`src/rtl/bus_initiator_if.sv`:
```
// Bundles the core command/response signals and the shared-bus request/grant signals
// seen by one bus_initiator. The master modport is the initiator's view; the slave
// modport is the environment's (core datapath plus arbiter/bus) view.
interface bus_initiator_if #(
  parameter int unsigned ADDR_W = 9,
  parameter int unsigned DATA_W = 8
);

  // Core command / response side
  logic              cmd_valid;
  logic              cmd_ready;
  logic              cmd_rw;
  logic [ADDR_W-1:0] cmd_addr;
  logic [DATA_W-1:0] cmd_wdata;
  logic              rsp_valid;
  logic [DATA_W-1:0] rsp_rdata;
  logic              rsp_err;

  // Shared bus side
  logic              grant_request;
  logic              grant_given;
  logic              rw;
  logic [ADDR_W-1:0] address;
  logic [DATA_W-1:0] data_out;
  logic [DATA_W-1:0] data_in;

  modport master (
    input  cmd_valid, cmd_rw, cmd_addr, cmd_wdata, grant_given, data_in,
    output cmd_ready, rsp_valid, rsp_rdata, rsp_err, grant_request, rw, address, data_out
  );

  modport slave (
    output cmd_valid, cmd_rw, cmd_addr, cmd_wdata, grant_given, data_in,
    input  cmd_ready, rsp_valid, rsp_rdata, rsp_err, grant_request, rw, address, data_out
  );

endinterface

```
`src/rtl/bus_initiator.sv`:
```
// Core-side master port for the shared system bus. Accepts one command at a time,
// requests the bus, performs a single-cycle access, waits RD_LATENCY cycles for read
// data, then releases the bus for one cycle while pulsing the response.
//
// Optional feature: define BUS_INITIATOR_TIMEOUT_EN to abort a request that has not
// been granted within TIMEOUT_CYCLES cycles (completes with rsp_err = 1). Without it
// the request waits indefinitely and rsp_err is always 0.
//
// RD_LATENCY must be 1..15; TIMEOUT_CYCLES must be at least 1.
module bus_initiator #(
  parameter int unsigned ADDR_W         = 9,
  parameter int unsigned DATA_W         = 8,
  parameter int unsigned RD_LATENCY     = 1,
  parameter int unsigned TIMEOUT_CYCLES = 255
) (
  input  logic      clk,
  input  logic      reset,
  bus_initiator_if.master bus
);

  localparam logic [3:0] LatInit = 4'(RD_LATENCY);

  typedef enum logic [2:0] {
    StIdle,
    StReq,
    StAccess,
    StWaitRd,
    StRelease
  } state_e;

  state_e            state_q, state_d;
  logic              rw_q, rw_d;
  logic [ADDR_W-1:0] addr_q, addr_d;
  logic [DATA_W-1:0] wdata_q, wdata_d;
  logic [3:0]        lat_q, lat_d;
  logic [DATA_W-1:0] rdata_q, rdata_d;

  // High in the REQ cycle in which the grant wait limit expires without a grant.
  logic timeout;
  // Marks the current completion as a timeout abort.
  logic err_flag;

`ifdef BUS_INITIATOR_TIMEOUT_EN
  localparam int unsigned WaitW = ($clog2(TIMEOUT_CYCLES) > 8) ? $clog2(TIMEOUT_CYCLES) : 8;
  localparam logic [WaitW-1:0] WaitLast = WaitW'(TIMEOUT_CYCLES - 1);

  logic [WaitW-1:0] wait_q, wait_d;
  logic             err_q, err_d;

  assign timeout  = (state_q == StReq) && !bus.grant_given && (wait_q >= WaitLast);
  assign err_flag = err_q;

  // Wait counter: held at zero outside REQ so every entry into REQ starts a fresh count.
  always_comb begin
    wait_d = wait_q;
    err_d  = err_q;
    if (state_q != StReq) begin
      wait_d = '0;
    end else begin
      wait_d = wait_q + WaitW'(1);
      // Leaving REQ decides whether this transaction completes as an abort.
      err_d  = timeout;
    end
  end

  // Wait counter and abort flag registers.
  always_ff @(posedge clk or negedge reset) begin
    if (!reset) begin
      wait_q <= '0;
      err_q  <= 1'b0;
    end else begin
      wait_q <= wait_d;
      err_q  <= err_d;
    end
  end
`else
  // TIMEOUT_CYCLES has no effect in this build; the grant wait is unbounded.
  assign timeout  = 1'b0 & (TIMEOUT_CYCLES == 0);
  assign err_flag = 1'b0;
`endif

  // Next-state logic: command latch, grant handshake, read latency countdown.
  always_comb begin
    state_d = state_q;
    rw_d    = rw_q;
    addr_d  = addr_q;
    wdata_d = wdata_q;
    lat_d   = lat_q;
    rdata_d = rdata_q;

    unique case (state_q)
      StIdle: begin
        if (bus.cmd_valid) begin
          rw_d    = bus.cmd_rw;
          addr_d  = bus.cmd_addr;
          wdata_d = bus.cmd_wdata;
          state_d = StReq;
        end
      end

      StReq: begin
        if (bus.grant_given) begin
          state_d = StAccess;
        end else if (timeout) begin
          state_d = StRelease;
        end
      end

      StAccess: begin
        // Losing the grant here means the access did not take effect; retry it.
        if (!bus.grant_given) begin
          state_d = StReq;
        end else if (rw_q) begin
          state_d = StRelease;
        end else begin
          lat_d   = LatInit;
          state_d = StWaitRd;
        end
      end

      StWaitRd: begin
        if (!bus.grant_given) begin
          state_d = StReq;
        end else begin
          lat_d = lat_q - 4'd1;
          if (lat_d == 4'd0) begin
            rdata_d = bus.data_in;
            state_d = StRelease;
          end
        end
      end

      StRelease: begin
        rw_d    = 1'b0;
        addr_d  = '0;
        wdata_d = '0;
        state_d = StIdle;
      end

      default: begin
        state_d = StIdle;
      end
    endcase
  end

  // State and datapath registers.
  always_ff @(posedge clk or negedge reset) begin
    if (!reset) begin
      state_q <= StIdle;
      rw_q    <= 1'b0;
      addr_q  <= '0;
      wdata_q <= '0;
      lat_q   <= '0;
      rdata_q <= '0;
    end else begin
      state_q <= state_d;
      rw_q    <= rw_d;
      addr_q  <= addr_d;
      wdata_q <= wdata_d;
      lat_q   <= lat_d;
      rdata_q <= rdata_d;
    end
  end

  // Outputs are decoded from state so reset takes them low immediately.
  logic holding_bus;
  assign holding_bus = (state_q == StReq) || (state_q == StAccess) || (state_q == StWaitRd);

  assign bus.cmd_ready     = reset && (state_q == StIdle);
  assign bus.grant_request = holding_bus;
  // rw only in ACCESS: exactly one write strobe per granted attempt.
  assign bus.rw            = (state_q == StAccess) && rw_q;
  assign bus.address       = holding_bus ? addr_q : '0;
  assign bus.data_out      = holding_bus ? wdata_q : '0;
  assign bus.rsp_valid     = (state_q == StRelease);
  assign bus.rsp_err       = (state_q == StRelease) && err_flag;
  assign bus.rsp_rdata     = rdata_q;

endmodule
```
`src/flat_wrapper.sv`:
```
// flat-port wrapper written by rule: the top's interface ports become plain ports
module bus_initiator_flat 
#(
  parameter int unsigned ADDR_W         = 9,
  parameter int unsigned DATA_W         = 8,
  parameter int unsigned RD_LATENCY     = 1,
  parameter int unsigned TIMEOUT_CYCLES = 255
)
  (clk, reset, bus_cmd_valid, bus_cmd_rw, bus_cmd_addr, bus_cmd_wdata, bus_grant_given, bus_data_in, bus_cmd_ready, bus_rsp_valid, bus_rsp_rdata, bus_rsp_err, bus_grant_request, bus_rw, bus_address, bus_data_out);
  bus_initiator_if #(.ADDR_W(ADDR_W), .DATA_W(DATA_W)) bus_i ();
  input  logic clk;
  input  logic reset;
  input wire logic [$bits(bus_i.cmd_valid)-1:0] bus_cmd_valid;
  input wire logic [$bits(bus_i.cmd_rw)-1:0] bus_cmd_rw;
  input wire logic [$bits(bus_i.cmd_addr)-1:0] bus_cmd_addr;
  input wire logic [$bits(bus_i.cmd_wdata)-1:0] bus_cmd_wdata;
  input wire logic [$bits(bus_i.grant_given)-1:0] bus_grant_given;
  input wire logic [$bits(bus_i.data_in)-1:0] bus_data_in;
  output wire logic [$bits(bus_i.cmd_ready)-1:0] bus_cmd_ready;
  output wire logic [$bits(bus_i.rsp_valid)-1:0] bus_rsp_valid;
  output wire logic [$bits(bus_i.rsp_rdata)-1:0] bus_rsp_rdata;
  output wire logic [$bits(bus_i.rsp_err)-1:0] bus_rsp_err;
  output wire logic [$bits(bus_i.grant_request)-1:0] bus_grant_request;
  output wire logic [$bits(bus_i.rw)-1:0] bus_rw;
  output wire logic [$bits(bus_i.address)-1:0] bus_address;
  output wire logic [$bits(bus_i.data_out)-1:0] bus_data_out;
  assign bus_i.cmd_valid = bus_cmd_valid;
  assign bus_i.cmd_rw = bus_cmd_rw;
  assign bus_i.cmd_addr = bus_cmd_addr;
  assign bus_i.cmd_wdata = bus_cmd_wdata;
  assign bus_i.grant_given = bus_grant_given;
  assign bus_i.data_in = bus_data_in;
  assign bus_cmd_ready = bus_i.cmd_ready;
  assign bus_rsp_valid = bus_i.rsp_valid;
  assign bus_rsp_rdata = bus_i.rsp_rdata;
  assign bus_rsp_err = bus_i.rsp_err;
  assign bus_grant_request = bus_i.grant_request;
  assign bus_rw = bus_i.rw;
  assign bus_address = bus_i.address;
  assign bus_data_out = bus_i.data_out;
  bus_initiator #(.ADDR_W(ADDR_W), .DATA_W(DATA_W), .RD_LATENCY(RD_LATENCY), .TIMEOUT_CYCLES(TIMEOUT_CYCLES)) u_core (.clk(clk), .reset(reset), .bus(bus_i));
endmodule
```
`config.mk`:
```
export PLATFORM = sky130hd
export DESIGN_NAME = bus_initiator_flat
export DESIGN_NICKNAME = d
export VERILOG_FILES = /design/src/rtl/bus_initiator_if.sv /design/src/rtl/bus_initiator.sv /design/src/flat_wrapper.sv
export SDC_FILE = /design/constraint.sdc
export NUM_CORES = 1
export LEC_CHECK = 0
export CORE_UTILIZATION = 28
export DETAILED_ROUTE_END_ITERATION = 16
export PLACE_DENSITY = 0.64
export RECOVER_POWER = 25
export SYNTH_ARGS = -nofsm -noshare
export SYNTH_HDL_FRONTEND = slang
export SYNTH_SLANG_ARGS = --single-unit
```
`constraint.sdc`:
```
create_clock -name clk -period 4.3 [get_ports clk]
set_input_delay 1.29 -clock clk [delete_from_list [all_inputs] [get_ports clk]]
set_output_delay 1.29 -clock clk [all_outputs]
set_load 0.01 [all_outputs]
```
Word level (Yosys, flattened, before mapping)
Index checks and enable logic that the tools add are counted.
- $add $sub $neg: 1
- equal/unequal tests: 10
- multiplexer cells: 19
- reductions and logical operators: 12
- operators by type and width (kind ; count):
    $mux W3 ; 6
    $mux W9 ; 2
    $pmux W9 S2 ; 1
    $mux W8 ; 2
    $pmux W8 S2 ; 1
    $mux W4 ; 3
    $pmux W3 S4 ; 1
    $ne A2 B2 Y1 const B ; 5
    $pmux W4 S2 ; 1
    $eq A3 B2 Y1 const B ; 2
    $reduce_and A3 Y1 ; 2
    $logic_not A4 Y1 ; 1
    $reduce_and A4 Y1 ; 1
    $reduce_bool A2 Y1 ; 2
    $sub A4 B1 Y4 const B ; 1
    $eq A3 B1 Y1 const B ; 1
    $eq A3 B3 Y1 const B ; 1
    $logic_not A3 Y1 ; 1
    $ne A3 B2 Y1 const B ; 1
    $logic_and A1 B1 Y1 ; 2
    $logic_or A1 B1 Y1 ; 2
    $pmux W1 S2 ; 1
    $reduce_and A2 Y1 ; 1
    $mux W1 ; 1
- bits in registers: 33
- input port bits: 30
- output and inout port bits: 30
- logic and storage cells: 48

Longest topological paths before layout
Gate-level depths: netlist of run 1.
- depth after elaboration: 5
- depth in mapped cells: 7
- gate-level depth less buffers: 6

Worst setup path after synthesis of run 1
OpenSTA, ideal clock, no wires.
- path kind: in2out
- start point: input port reset
- end point: output port bus_cmd_ready
- data arrival time: 1.436 ns
- required time: 3.010 ns
- setup slack: 1.574 ns
- stages on the path: 1
- path buffers: 0
- cells stage by stage: and2_1
- longest elaborated chain between the ends: 1
- RTL lines (element ; RTL line ; source):
    from (decl) ; flat_wrapper.sv:12 ; input logic reset;
    $logic_and A1 B1 Y1 ; bus_initiator.sv:169 ; assign bus.cmd_ready = reset && (state_q == StIdle);
    to (decl) ; flat_wrapper.sv:19 ; output wire logic [$bits(bus_i.cmd_ready)-1:0] bus_cmd_ready;
Every way passes these cells.

Final worst setup path of run 1
- start point: register u_core.state_q[1]
- end point: output port bus_address[5]
- longest elaborated chain between the ends: 4
- elaborated cells on any way between the ends: 6
- those cells by class: eq/ne: 3; mux: 1; reduce/logical: 2
- RTL lines (element ; RTL line ; source):
    from (decl) ; bus_initiator.sv:31 ; state_e state_q, state_d;
    from (signal assigned) ; bus_initiator.sv:149 ; state_q <= StIdle;
    from (signal assigned) ; bus_initiator.sv:156 ; state_q <= state_d;
    $eq A3 B1 Y1 / $eq A3 B2 Y1 (equally long branches) ; bus_initiator.sv:167 ; assign holding_bus = (state_q == StReq) || (state_q == StAccess) || (state_q == StWaitRd);
    $logic_or A1 B1 Y1 ; bus_initiator.sv:167 ;
    $logic_or A1 B1 Y1 (*) ; bus_initiator.sv:167 ;
    $mux W9 (*) ; bus_initiator.sv:173 ; assign bus.address = holding_bus ? addr_q : '0;
    to (decl) ; flat_wrapper.sv:25 ; output wire logic [$bits(bus_i.address)-1:0] bus_address;
Every way passes the cells marked *; elsewhere a longest branch is shown, timed or not.

==> results of run 1 <==
[metrics by stage]
| stage | cells | utilization (%) | instance area [µm²] | worst slack, ns | power (mW) |
|---|---|---|---|---|---|
| detailed placement | 288 | 41.8 | 2200 | 0.979 | 1.29 |
| floorplan | 167 | - | 1570 | 1.57 | 0.925 |
| finish | 296 | 43.6 | 2300 | 0.777 | 1.53 |
| CTS | 296 | 43.7 | 2300 | 0.777 | 1.56 |
| global placement | 288 | 41.8 | 2200 | 0.986 | 1.28 |
| global route | 296 | 43.6 | 2300 | 0.607 | 1.67 |
[state kept, by name (all words and copies together), names as in the netlist]
signal                count
u_core.addr_q             9
u_core.bus.rsp_rdata      8
u_core.lat_q              4
u_core.rw_q               1
u_core.state_q            3
u_core.wdata_q            8
[cell families (layout without fill, tap and decap cells)]
kind of cell             Yosys count  in the layout  share of synthesized area [%]
other                              1              1                          0.238
AO/OA/AOI/OAI                     31             31                           11.6
flip-flops                        33             33                           52.5
adder cells (fa/ha/maj)            2              2                           1.59
multiplexers                       8              8                           5.72
AND/OR/NAND/NOR                   77             77                           23.4
XOR/XNOR                           1              1                          0.557
buffers and inverters             14             73                           4.45
[critical path, stage by stage (launching register included)]
cell,delay (ns)
dfrtp_1,0.49
nor2_1,0.10
nor2_1,0.43
buf_4,0.26
and2_1,0.15
clkdlybuf4s50_1,0.53
[routing by layer]
metal	up-vias	GRT usage, %	wire length (µm)
li1	660	-	-
met1	611	16.4	1610
met2	29	22.1	1720
met3	2	3.33	138
met4	0	4.53	34
met5	-	0	0
[cell usage after synthesis (all sizes together)]
cell type | n | share of area [%]
ha | 2 | 1.6
dfrtp | 33 | 52
inv | 5 | 1.2
a31oi | 1 | 0.40
conb | 1 | 0.24
nand2b | 1 | 0.40
a41o | 1 | 0.72
nor2 | 3 | 0.72
nand4b | 1 | 0.56
o41ai | 1 | 1.0
a21oi | 2 | 0.64
nor3 | 3 | 0.95
mux2 | 8 | 5.7
clkbuf | 3 | 0.79
nor2b | 1 | 0.40
o21a | 2 | 0.95
xnor2 | 1 | 0.56
and2 | 19 | 7.6
nand3 | 1 | 0.32
o21ai | 23 | 7.3
nor3b | 2 | 0.95
buf | 6 | 2.5
nand2 | 43 | 10
a2bb2oi | 1 | 0.56
nand3b | 1 | 0.48
and3 | 2 | 0.79
[cell type report]
cell class              instances  area, µm²  share of cell area, %
flip-flops and latches         33        826                   35.9
multi-input cells             120        678                   29.5
repair buffers                 60        586                   25.5
clock buffers                   7       96.3                   4.19
well taps                      70       87.6                   3.81
inverters                       5       18.8                  0.817
clock inverters                 1       5.00                  0.218
[path summary, 6_finish.rpt]
kind / start / end / depth (start not counted)
max reg2reg: u_core.lat_q[0] / u_core.bus.rsp_rdata[2] / 5
min: u_core.bus.rsp_rdata[4] / u_core.bus.rsp_rdata[4] / 1
min reg2reg: u_core.bus.rsp_rdata[4] / u_core.bus.rsp_rdata[4] / 1
min in group asynchronous: reset / u_core.lat_q[2] / 2
max in group asynchronous: reset / u_core.addr_q[4] / 2
max: u_core.state_q[1] / bus_address[5] / 5
[report_power, final]
group | switching [mW] | internal, mW
logic | 0.315 | 0.413
registers | 0.0957 | 0.452
clock network | 0.107 | 0.145
total | 0.517 | 1.01
[placed cells by master, fill, tap and decap left out]
cell and instances:
a21oi_1 2, a2bb2oi_1 1, a31oi_1 1, a41o_2 1, and2_1 19, and3_1 2
buf_4 1, clkbuf_1 2, clkbuf_8 7, clkdlybuf4s50_1 57, clkinv_2 1, conb_1 1
dfrtp_1 33, ha_1 2, inv_1 5, mux2_2 8, nand2_1 43, nand2b_1 1
nand3_1 1, nand3b_1 1, nand4b_1 1, nor2_1 3, nor2b_1 1, nor3_1 3
nor3b_1 2, o21a_1 2, o21ai_0 23, o41ai_2 1, xnor2_1 1
==> key figures, run 1 <==
Clock network
  • Clock tree buffer depth: 2
  • # resized after CTS: 0
  • Post-CTS Setup Bufs: 0
  • CTS Buf Count: 5
  • Clock latency on the worst-skew pair: 0.28 ns
  • Hold Buf Count CTS: 0
  • Sink Count: 33
  • Htree depth: 2
  • CTS clk-pin slew, worst paths: ~0.07 ns
  • Root Driver: clkbuf_8
  • CTS tree: done

Floorplanning
  • I/O Pins: 60
  • Row count: 26
  • Die area: 5930 µm²
  • DIE HEIGHT: approximately 77 µm
  • Die W: 77.0 µm
  • Core Area: 5270 µm²
  • Initial core utilization: around 30%

GRT
  • Gr usage total: 13.2%
  • Gr ovfl total: 0
  • Number of global-route vias before repair: roughly 1,300
  • Global-route wire length before repair: around 6200 µm
  • Initial antenna violation count: 0
  • Largest net degree at the start of global routing: 37

Route
  • WL/cell: 11.9 µm
  • DRT Pass-1 Iters: 4
  • Total detailed-routing wirelength: roughly 3500 µm
  • Vias per cell: about 4.4
  • Routed Antenna Nets: 0
  • DR iter-0 viols: 55
  • DR DRC count: 0
  • Vias: 1,302

Place
  • GPL Wtd Cong: 0.745
  • Placed wire-length estimate: ~2400 µm
  • Number of port buffers: 58

Final layout
  • Antenna cells: 0
  • Layout fillers: approximately 560
  • P&R area growth vs syn: 45.9%
  • Share of cells above drive strength 1: under 10%
  • Nets@finish: ~260

Yosys
  • Syn nets: 199
  • Post-Syn Instances: 167
  • Synth Cell Area: roughly 1600 µm²
  • Syn_area_per_cell: 9.43 µm²
  • Synth cell types: 29
  • Seq cells post-synth: 33
  • Sequential area share after synthesis: 52.5%
  • YS warnings: 0

Timing
  • # setup viols final: 0
  • Max transition margin: -19.9%
  • Clock Skew: between 0.004 and 0.005 ns
  • Tcrit/Tclk final: around 80%
  • Max Freq: about 0.28 GHz
  • Final hold violations: 0
  • Hold Slack: a little over 0.5 ns
  • TNS Setup: 0 ns
  • Post-layout min period: around 3.5 ns
  • Slew Viols, Final: 34
  • Unrepaired setup endpoints after global routing: false
  • Worst-Margin Slew: 1.80 ns

Outcome
  • Violated checks: capacitance limit, slew limit
  • Status: finished, violations left

Job
  • Max-Cap Viols: 1

Hold path
  • HP Class: register to register

Power
  • Static Leakage: slightly above 1 nW
  • Power Density: around 660 nW/µm²
  • Peak supply drop: ~0.00026 V

Setup path
  • Crit Path Max Fanout: 10
  • CP endpoint kind: output pin
  • Startpoint types: register
  • R2r setup slk: ~2.1 ns
  • Critical path required time: 3.01 ns
  • CP arrival: 2.23 ns
  • Crit Path Class: register to output pin
Power figures use the tool's default switching activity.
==> run 2, diff against run 1 <==
- clock period: 4.3 -> 3.3 ns (I/O delays scaled with it)
==> run 2 against run 1 <==
Compared with the run above: die area unchanged; sequential share of layout area increased by 0.098 points; highest routed layer unchanged; the run still ends with capacitance limit, slew limit left; clock power increased by 13%; setup slack got worse by 0.49 ns; critical path depth unchanged; wire length decreased by 0.51%; register-to-register slack got worse by 1.0 ns.
==> key figures, run 2 (synthesized netlist as in run 1, its figures left out) <==
Route
  • Vias: around 1,300
  • DR iter-0 viols: between 50 and 60
  • Wl on met1: around 1500 µm
  • Routed Antenna Nets: 0
  • WL/cell: around 12 µm
  • DR WL met3: about 160 µm
  • Total detailed-routing wirelength: ~3500 µm
  • Vias per cell: between 4 and 5
  • DR top layer: met4
  • DRT Pass-1 Iters: 3
  • DR DRC count: 0
  • Met2 wire length: ~1700 µm

Clock network
  • Htree depth: 2
  • Clock latency on the worst-skew pair: about 0.28 ns
  • Hold Buf Count CTS: 0
  • Sink Count: 33
  • Root Driver: clkbuf_8
  • CTS clk-pin slew, worst paths: roughly 0.06 ns
  • CTS tree: done
  • Clock tree buffer depth: 2
  • # resized after CTS: 0
  • Post-CTS Setup Bufs: 0
  • CTS Buf Count: 5

Power
  • Peak supply drop: approximately 0.00027 V
  • Power Density: 854 nW/µm²
  • Static Leakage: ~1 nW

Final layout
  • P&R area growth vs syn: 45.5%
  • Top reg by flops: u_core.addr_q
  • Most common cell after layout, fill and taps aside: clkdlybuf4s50_1
  • Nets@finish: approximately 260
  • Most frequent cells in the layout: clkdlybuf4s50_1 (57), nand2_1 (43), dfrtp_1 (33)
  • Antenna cells: 0
  • Max reg flops: 9
  • FF+latch area: ~830 µm²
  • Layout fillers: between 500 and 600
  • Share of cells above drive strength 1: 7.89%
  • Area taken by multi-input logic gates: 678 µm²

Setup path
  • CP cell instances: nor2_1, nor2_1, buf_4, and2_1, clkdlybuf4s50_1
  • Cell family with most CP delay: buffers and inverters
  • Slowest stage delay, CP: approximately 0.53 ns
  • Crit Path Class: register to output pin
  • CP endpoint kind: output pin
  • R2r setup slk: 1.11 ns
  • Critical path required time: ~2.3 ns
  • CP most frequent cell: nor2_1
  • CP arrival: between 2 and 2.5 ns
  • Worst path bufs/invs: 2
  • Crit Path Max Fanout: 14
  • Startpoint types: register
  • Slowest-stage cell, CP: clkdlybuf4s50_1

Floorplanning
  • Die W: 77.0 µm
  • I/O Pins: 60
  • Initial core utilization: approximately 30%
  • Row count: 26
  • DIE HEIGHT: roughly 77 µm
  • Core Area: about 5300 µm²
  • Die area: around 5900 µm²

Timing
  • # setup viols final: 0
  • Tcrit/Tclk final: a little over 90%
  • Post-layout min period: approximately 3.0 ns
  • Final hold violations: 0
  • Slew Viols, Final: 34
  • Max Freq: 0.332 GHz
  • Clock Skew: 0.00537 ns
  • Unrepaired setup endpoints after global routing: false
  • TNS Setup: 0 ns
  • Worst-Margin Slew: around 1.8 ns
  • Max transition margin: -18.5%
  • Post-layout worst setup margin: 0.290 ns

Outcome
  • Status: finished, violations left
  • Violated checks: capacitance limit, slew limit

Place
  • Placed wire-length estimate: between 2000 and 2500 µm
  • Number of port buffers: between 50 and 60
  • Dpl ws: 0.437 ns
  • GPL Wtd Cong: ~0.74

Hold path
  • HP Class: register to register

GRT
  • Largest net degree at the start of global routing: 37
  • Gr usage total: 13.7%
  • Global-route wire length before repair: around 6400 µm
  • Gr ovfl total: 0
  • Number of global-route vias before repair: roughly 1,400
  • Initial antenna violation count: 0

Job
  • Max-Cap Viols: 1
-- run 2: cell types whose count changed in the layout (fill, tap and decap cells not counted) --
cell | before | now
buf_4 | 1 | 3
clkbuf_1 | 2 | 5
clkbuf_8 | 7 | 5
clkinv_2 | 1 | 0
-- run 2: routing by layer --
metal	up-vias	global-route usage (%)
met2	29	23.2
li1	663	-
met5	-	0
met3	8	3.33
met1	644	16.0
met4	0	6.79
-- run 2: power breakdown --
part	total, mW	switching, mW	internal (mW)
combinational	0.953	0.410	0.544
clock	0.284	0.134	0.150
sequential	0.720	0.130	0.589
-- run 2: cell type report --
| class | instances | area share [%] |
|---|---|---|
| sequential | 33 | 36.0 |
| tap | 70 | 3.82 |
| multi-input combinational | 120 | 29.6 |
| timing repair buffer | 62 | 26.2 |
| inverter | 5 | 0.819 |
| clock buffer | 8 | 3.50 |
-- run 2: worst paths after layout --
| path | startpoint | end | depth (start not counted) |
|---|---|---|---|
| max | u_core.state_q[1] | bus_data_out[3] | 5 |
| max reg2reg | u_core.lat_q[0] | u_core.bus.rsp_rdata[7] | 5 |
| min | u_core.bus.rsp_rdata[3] | u_core.bus.rsp_rdata[3] | 1 |
| min reg2reg | u_core.bus.rsp_rdata[3] | u_core.bus.rsp_rdata[3] | 1 |
| max in group asynchronous | reset | u_core.wdata_q[1] | 2 |
| min in group asynchronous | reset | u_core.lat_q[3] | 2 |
-- run 2: stage by stage --
stage | area (µm²) | instances | utilization (%) | hold slack [ns] | power (mW)
after floorplan | 1570 | 167 | - | 0.497 | 1.21
after global placement | 2220 | 290 | 42.0 | 0.492 | 1.68
after detailed placement | 2220 | 290 | 42.0 | 0.498 | 1.69
after CTS | 2300 | 298 | 43.6 | 0.512 | 1.99
after global routing | 2290 | 298 | 43.5 | 0.525 | 2.14
final | 2290 | 298 | 43.5 | 0.507 | 1.96
==> run 3, diff against run 2 <==
- SETUP_SLACK_MARGIN: not set -> 0.5
==> run 3 against run 2 <==
Compared with the run above: the run still ends with capacitance limit, slew limit left; sequential power down 1%; sequential cell count unchanged; via count up 1.3%; register-to-register slack about the same; worst hold slack about the same; die area unchanged; combinational power up 6%; total power up 2.4%; clock skew about the same; fmax up 9.7%; largest power group unchanged.
==> key figures, run 3 (synthesized netlist as in run 1, its figures left out) <==
Power
  • Flop pwr share: between 30% and 40%
  • Power Density: about 850 nW/µm²
  • Cell internal pwr: 1.32 mW
  • Comb pwr share: about half
  • Sw power: about 690 µW
  • Static Leakage: ~1.1 nW
  • Final Power: about 2 mW
  • Peak supply drop: ~0.00026 V
  • Switching Share: around a third
  • Clk pwr share: between 10% and 20%

Timing
  • Worst-Margin Slew: 1.76 ns
  • Max Freq: between 0.3 and 0.4 GHz
  • Final hold violations: 0
  • # setup viols final: 0
  • Post-layout min period: 2.74 ns
  • Slew Viols, Final: 34
  • Unrepaired setup endpoints after global routing: true
  • Clock Skew: ~0.005 ns
  • TNS Setup: 0 ns
  • Tcrit/Tclk final: roughly 83%
  • Max transition margin: -17.1%
  • Hold Slack: between 0.5 and 0.6 ns
  • Post-layout worst setup margin: around 0.56 ns

Setup path
  • Critical path required time: roughly 2.3 ns
  • Startpoint types: register
  • Worst path bufs/invs: 2
  • Slowest-stage cell, CP: clkdlybuf4s50_1
  • R2r setup slk: approximately 1.1 ns
  • CP endpoint kind: output pin
  • Crit Path Class: register to output pin
  • Cell family with most CP delay: buffers and inverters
  • CP arrival: around 1.8 ns
  • Slowest stage delay, CP: 0.53 ns
  • CP cell instances: nor2_1, nor2_2, buf_6, and2_1, clkdlybuf4s50_1
  • Crit Path Max Fanout: 14

GRT
  • Number of global-route vias before repair: ~1,400
  • Gr usage total: between 10% and 20%
  • Initial antenna violation count: 0
  • Gr ovfl total: 0
  • Global-route wire length before repair: between 6000 and 7000 µm
  • Largest net degree at the start of global routing: 37

Final layout
  • Most common cell after layout, fill and taps aside: clkdlybuf4s50_1
  • Final instance area: ~2400 µm²
  • Most frequent cells in the layout: clkdlybuf4s50_1 (50), nand2_1 (43), dfrtp_1 (31)
  • Antenna cells: 0
  • Max reg flops: 9
  • Top reg by flops: u_core.addr_q
  • Share of cells above drive strength 1: a little under an eighth
  • Nets@finish: 264
  • P&R area growth vs syn: 49.9%

Route
  • DR DRC count: 0
  • DRT Pass-1 Iters: 4
  • WL/cell: 11.6 µm
  • Routed Antenna Nets: 0
  • Vias per cell: approximately 4.5
  • Vias: 1,361
  • DR iter-0 viols: 45
  • Total detailed-routing wirelength: between 3000 and 4000 µm

Place
  • Placed wire-length estimate: about 2500 µm
  • Number of port buffers: 58
  • GPL Wtd Cong: ~0.74
  • Placed cell area: 2220 µm²
  • Dpl ws: about 0.44 ns

Clock network
  • Htree depth: 2
  • Clock latency on the worst-skew pair: 0.28 ns
  • CTS clk-pin slew, worst paths: roughly 0.07 ns
  • CTS Buf Count: 5
  • Root Driver: clkbuf_8
  • Clock tree buffer depth: 2
  • CTS tree: done
  • Sink Count: 33

Floorplanning
  • Die area: approximately 5900 µm²
  • I/O Pins: 60
  • Die W: between 70 and 80 µm
  • Initial core utilization: 29.9%
  • Core Area: roughly 5300 µm²
  • DIE HEIGHT: between 70 and 80 µm
  • Row count: 26

Outcome
  • Status: finished, violations left
  • Violated checks: capacitance limit, slew limit

Hold path
  • HP Class: register to register

Job
  • Max-Cap Viols: 1
[run 3: cell count changes in the layout (fill, tap and decap cells not counted), moves of 2 or more]
cell	previous run	this run
buf_4	3	7
clkdlybuf4s50_1	57	50
dlymetal6s2s_1	0	7
dfrtp_1	33	31
dfrtp_2	0	2
[run 3: per-stage QoR]
| step | util, % | instances |
|---|---|---|
| 2_1_floorplan | - | 167 |
| 3_3_place_gp | 42.0 | 290 |
| 3_5_place_dp | 42.0 | 290 |
| 4_1_cts | 44.0 | 300 |
| 5_1_grt | 44.8 | 303 |
| 6_report | 44.8 | 303 |
[run 3: repair_timing]
| action | in CTS | in global routing |
|---|---|---|
| hold buffers | 0 | 0 |
| endpoints found under the setup margin | 14 | 14 |
| pin swaps | 1 | 0 |
| buffers inserted | 2 | 3 |
| gates resized for setup | 4 | 8 |
[run 3: layer usage]
metal | part of all wire, % | track usage [%]
met2 | 51 | 23.6
met5 | 0 | 0
met4 | 2.2 | 6.79
met3 | 5.4 | 3.33
met1 | 41 | 15.8
[run 3: layout make-up]
| cell class | count | area, µm² |
|---|---|---|
| clock buffer | 8 | 80.1 |
| fill | 541 | 2910 |
| inverter | 5 | 18.8 |
| multi-input combinational | 120 | 686 |
| sequential | 33 | 828 |
| tap | 70 | 87.6 |
| timing repair buffer | 67 | 659 |
[run 3: final timing paths]
path	from	end	cells past startpoint
setup / recovery	u_core.state_q[0]	bus_data_out[3]	5
hold / removal	u_core.bus.rsp_rdata[3]	u_core.bus.rsp_rdata[3]	1
setup reg to reg	u_core.lat_q[0]	u_core.bus.rsp_rdata[7]	5
hold reg to reg	u_core.bus.rsp_rdata[3]	u_core.bus.rsp_rdata[3]	1
max in group asynchronous	reset	u_core.state_q[1]	2
min in group asynchronous	reset	u_core.lat_q[3]	2
[run 3: worst reg2reg max path, stage by stage, from the launching register on]
cell and delay [ns]:
dfrtp_1 0.44, inv_1 0.07, ha_1 0.25, o41ai_2 0.46, and3_1 0.45, mux2_2 0.38
[run 3: power groups by stage]
stage	Clock [mW]	Combinational (mW)	Sequential, mW
3_5_place_dp	0	0.968	0.726
6_report	0.285	1.01	0.713
3_3_place_gp	0	0.958	0.718
2_1_floorplan	0	0.499	0.707
5_1_grt	0.314	1.13	0.745
4_1_cts	0.299	1.01	0.715
